**config.mk**
```make
export PLATFORM = sky130hd
export DESIGN_NAME = styler_serializer
export DESIGN_NICKNAME = d
export VERILOG_FILES = /design/src/rtl/styler_serializer.sv
export SDC_FILE = /design/constraint.sdc
export NUM_CORES = 1
export LEC_CHECK = 0
export ABC_AREA = 1
export ABC_CLOCK_PERIOD_IN_PS = 1300
export CAP_MARGIN = 20
export CORE_MARGIN = 5
export CORE_UTILIZATION = 30
export CTS_BUF_LIST = sky130_fd_sc_hd__clkbuf_8 sky130_fd_sc_hd__clkbuf_16
export DETAILED_ROUTE_END_ITERATION = 8
export GPL_ROUTABILITY_DRIVEN = 0
export PLACE_DENSITY_LB_ADDON = 0.15
export SYNTH_ARGS = -nofsm -noshare
export SYNTH_HDL_FRONTEND = slang
export SYNTH_SLANG_ARGS = --single-unit
```
**constraint.sdc**
```tcl
create_clock -name clk -period 1.3 [get_ports clk]
set_clock_uncertainty 0.05 [all_clocks]
set_input_delay 0.13 -clock clk [delete_from_list [all_inputs] [get_ports clk]]
set_output_delay 0.13 -clock clk [all_outputs]
set_load 0.03 [all_outputs]
```
**src/rtl/styler_serializer.sv**
```systemverilog
// Glyph-row serializer: buffers one styled cell word and shifts it out MSB-first per pixel enable.
// Define STYLER_SERIALIZER_PHASE_EN to generate the faint/blink/cursor frame phase outputs.
module styler_serializer #(
  parameter int unsigned CELL_W     = 16,
  parameter int unsigned BLINK_DIV  = 32,
  parameter int unsigned CURSOR_DIV = 16
) (
  input  logic        clk,
  input  logic        rst,
  input  logic        in_valid,
  output logic        in_ready,
  input  logic [15:0] in_bitmap,
  input  logic        in_last,
  input  logic        pix_en,
  output logic        pix_out,
  output logic        pix_valid,
  output logic        line_end,
  output logic        underrun,
  input  logic        frame_start,
  output logic        faint_phase,
  output logic        blink_phase,
  output logic        cursor_phase
);

  localparam int unsigned CntW    = 4;
  localparam logic [CntW-1:0] LastPix = CntW'(CELL_W - 1);

  logic [15:0]     holdBitmap;
  logic            holdLast;
  logic            holdFull;
  logic [15:0]     shReg;
  logic            shLast;
  logic            shFull;
  logic [CntW-1:0] pixCnt;
  logic            lineActive;

  logic accept;
  logic cellDone;
  logic move;

  assign in_ready = ~holdFull & ~rst;
  assign accept   = in_valid & in_ready;
  assign cellDone = shFull & pix_en & (pixCnt == LastPix);
  // Reload on the last pixel keeps consecutive cells gap-free.
  assign move     = holdFull & (~shFull | cellDone);

  always_ff @(posedge clk) begin
    if (rst) begin
      holdBitmap <= '0;
      holdLast   <= 1'b0;
      holdFull   <= 1'b0;
      shReg      <= '0;
      shLast     <= 1'b0;
      shFull     <= 1'b0;
      pixCnt     <= '0;
      lineActive <= 1'b0;
      pix_out    <= 1'b0;
      pix_valid  <= 1'b0;
      line_end   <= 1'b0;
      underrun   <= 1'b0;
    end else begin
      line_end <= 1'b0;
      underrun <= 1'b0;

      if (accept) begin
        holdBitmap <= in_bitmap;
        holdLast   <= in_last;
        holdFull   <= 1'b1;
      end else if (move) begin
        holdFull <= 1'b0;
      end

      if (pix_en) begin
        if (shFull) begin
          pix_out   <= shReg[15];
          pix_valid <= 1'b1;
          shReg     <= {shReg[14:0], 1'b0};
          pixCnt    <= pixCnt + CntW'(1);
          if (cellDone) begin
            pixCnt   <= '0;
            shFull   <= 1'b0;
            line_end <= shLast;
          end
        end else begin
          // A word waiting in hold is not an underrun; it is one cycle from shifting.
          pix_out   <= 1'b0;
          pix_valid <= 1'b0;
          underrun  <= lineActive & ~holdFull;
        end
      end

      if (move) begin
        shReg  <= holdBitmap;
        shLast <= holdLast;
        shFull <= 1'b1;
        pixCnt <= '0;
      end

      if (accept) begin
        lineActive <= 1'b1;
      end else if (cellDone & shLast) begin
        lineActive <= 1'b0;
      end
    end
  end

`ifdef STYLER_SERIALIZER_PHASE_EN
  logic [7:0] blinkCnt;
  logic [7:0] cursorCnt;

  // Frame-rate phase generators advanced by frame_start.
  always_ff @(posedge clk) begin
    if (rst) begin
      blinkCnt     <= '0;
      cursorCnt    <= '0;
      faint_phase  <= 1'b0;
      blink_phase  <= 1'b0;
      cursor_phase <= 1'b0;
    end else if (frame_start) begin
      faint_phase <= ~faint_phase;
      if (blinkCnt == 8'(BLINK_DIV - 1)) begin
        blinkCnt    <= '0;
        blink_phase <= ~blink_phase;
      end else begin
        blinkCnt <= blinkCnt + 8'd1;
      end
      if (cursorCnt == 8'(CURSOR_DIV - 1)) begin
        cursorCnt    <= '0;
        cursor_phase <= ~cursor_phase;
      end else begin
        cursorCnt <= cursorCnt + 8'd1;
      end
    end
  end
`else
  logic unusedPhaseIn;
  assign unusedPhaseIn = frame_start ^ (BLINK_DIV > 255) ^ (CURSOR_DIV > 255);
  assign faint_phase   = 1'b0;
  assign blink_phase   = 1'b0;
  assign cursor_phase  = 1'b0;
`endif

endmodule
```
==> metrics.txt <==
Cell Pwr Density=1240 nW/um2; Initial Utilization=31.1%; CP Class=reg2reg; Worst setup EP type=flip-flop; GR Util All Layers=10.4%; Hold Slack=0.321 ns; initial antenna violation count=0; Die Y=91.3 um; endpoints failing hold=0; crit path max-delay cell type=dfxtp_2; #FFs+latches synth=45; startpoint types=flip-flop; Port Buffers=25; WL/cell=11.6 um; post-route cell area=2800 um2; Yosys cell types=22; fin crit period=1.31 ns; r2r startpoint=pixCnt[1]; critical-path maximum fanout=23; Root Driver=clkbuf_8; Worst-path clk slew=0.09 ns; Post-synth top flop=dfxtp_1; Ys Warns=0; Fmax=761 MHz; critical path, cell by cell=ha_4, nand2_2, o21ai_4, buf_12, a21oi_1, nor2_1, nor2_1; Core Box Area=6390 um2; register share of total power=44.9%; register area share after synthesis=45.4%; Post-Place Cell Area=2470 um2; first-pass GRT wire length=7180 um; final setup fails=7; placed cell count=382; overall die width=91.3 um; asr flop ratio synth=0%; Hold WC Path Type=in2reg; Ant. Diodes=0; maximum VDD drop=0.595 mV; fin nets=343; Mapped Avg Cell Area=7.32 um2; Tcrit/Tclk final=101%; area of the multi-input gates=928 um2; reg2reg path depth=7; half-perimeter wire length after placement=2880 um; area delta synth->final=41.2%; DRC viols=0; clock latency on the worst-skew pair=0.30 ns; most frequent CP cell=nor2_1; Post-Syn Area=1980 um2; Leakage=1.15 nW; H-tree depth=2; total wire length=4610 um; failing checks=negative setup slack; power share of the clock group=36.5%; FP Rows=29; fin. max-slew vios=0; sw frac=25.8%; status=complete, but fails checks; non-filler cells, final=398; initial DRC count=120; max-cap violation count=0; Reg area=908 um2; layout cells sized above 1=22.7%; Worst EP required=1.45 ns; Vias/cell=4.38; hold depth=3; Int Pwr=2.58 mW; total power=3.47 mW; Pre-Repair DR Iteration Count=4; Mapped Cells=271; TritonCTS buffer count=5; reg2reg setup slack=-0.01 ns; RSZ-0062 raised after global routing=yes; FILL cells=668; sw power=0.895 mW; CTS Hold Bufs=0; Detail Route Antenna Nets=0; Critical Path AT=1.46 ns; Post-synth EDFFs=0; die area=8340 um2; vias in the first global route=1,491; PnR worst setup slack=-0.0148 ns; CTS tree=done; CTS Buffer Depth=2; Worst Hold End=holdBitmap[5]; Sink Count=45; worst reg2reg path endpoint=shReg[8]; largest net degree at the start of global routing=35; via count=1,744; Remaining Overflow, GRT=0; I/O Pins=30; critical path's largest stage delay=0.36 ns; pre-CTS WS=-0.229 ns; Gate power share=18.6%; hold path startpoint=in_bitmap[5]
## power groups by stage
| stage | clock [mW] | sequential, mW | combinational, mW |
|---|---|---|---|
| final | 1.27 | 1.56 | 0.645 |
| after global routing | 1.34 | 1.57 | 0.726 |
| after CTS | 1.29 | 1.56 | 0.567 |
| after detailed placement | 0 | 1.59 | 0.555 |
| after global placement | 0 | 1.59 | 0.554 |
| after floorplan | 0 | 1.57 | 0.376 |
## worst max-delay path: cells and delay by family, from the launching register on
family	cells	cell delay, ns
AO/OA/AOI/OAI	2	0.27
AND/OR/NAND/NOR	3	0.21
buffers and inverters	1	0.19
flip-flops	1	0.36
adder cells (fa/ha/maj)	1	0.14
## synthesized netlist by cell type, types with 4 or more instances
master,number,area share [%]
a21oi_1,24,6.1
nor2_1,36,6.8
clkbuf_1,4,0.76
inv_1,21,4.0
nand2_1,59,11
buf_6,5,2.8
nand3_1,18,4.5
dfxtp_1,45,45
buf_4,9,3.4
o21ai_0,34,8.6
## repair_timing
action / in CTS / in global routing
gates resized for setup: 8 / 34
endpoints found under the setup margin: 14 / 26
hold endpoints to repair: 0 / 0
pin swaps: 0 / 0
setup buffers: 2 / 1
gates cloned: 0 / 5
## placed cells by master (no fill, tap or decap), types with 2 or more instances in the layout
cell	instances
nand2_1	52
dfxtp_1	41
nor2_1	35
a21oi_1	22
buf_4	21
inv_1	20
o21ai_0	20
clkdlybuf4s50_1	20
nand3_1	18
o21ai_1	8
nand2_2	8
o21ai_2	7
buf_12	6
clkbuf_8	5
buf_6	4
dlygate4sd2_1	4
inv_2	3
conb_1	3
clkbuf_16	3
dfxtp_2	3
nor2_4	2
xor2_1	2
a21oi_2	2
bufinv_16	2
## metal layers
layer / part of all wire [%] / global-route usage [%] / wire length [um]
met5: 0 / 0 / 0
met3: 6.0 / 2.89 / 277
met1: 53 / 16.3 / 2460
met4: 0.87 / 3.67 / 40
met2: 40 / 13.4 / 1830
## sequential cells by signal, indices dropped and copies added (netlist names)
signal and flops:
pix_out 1, holdBitmap 16, underrun 1, shReg 16, holdFull 1, pixCnt 4, pix_valid 1, shLast 1
lineActive 1, shFull 1, holdLast 1, line_end 1
## logic make-up after synthesis
group | after synthesis | synth area share [%]
XOR/XNOR | 2 | 0.883
adder cells (fa/ha/maj) | 1 | 0.630
AND/OR/NAND/NOR | 120 | 25.4
AO/OA/AOI/OAI | 60 | 15.9
flip-flops | 45 | 45.4
other | 1 | 0.189
buffers and inverters | 42 | 11.6
## stage by stage
step                setup TNS [ns]  utilization (%)
CTS                        -0.0664             41.0
global placement             -6.18             38.6
finish                     -0.0475             43.9
detailed placement           -6.51             38.6
global route                 -2.12             43.9
floorplan                        0                -
## area by class of cell
| type | count | share of cell area (%) |
|---|---|---|
| multi-input combinational | 186 | 33.1 |
| clock buffer | 5 | 2.46 |
| timing repair buffer | 59 | 23.1 |
| clock inverter | 3 | 2.32 |
| inverter | 23 | 3.08 |
| sequential | 45 | 32.4 |
| tap | 77 | 3.44 |
## how the worst max path moves through the flow
stage	from	to	slack, ns	cells after the start
after floorplan	holdFull	holdBitmap[0]	0.02	6
after global placement	pix_en	shReg[6]	-0.20	7
final	pixCnt[1]	shReg[8]	-0.01	7
after CTS	pixCnt[1]	shReg[1]	-0.02	7
after detailed placement	pix_en	shReg[6]	-0.23	7
after global routing	pixCnt[1]	shReg[1]	-0.12	7
(Power assumes the default switching activity.)
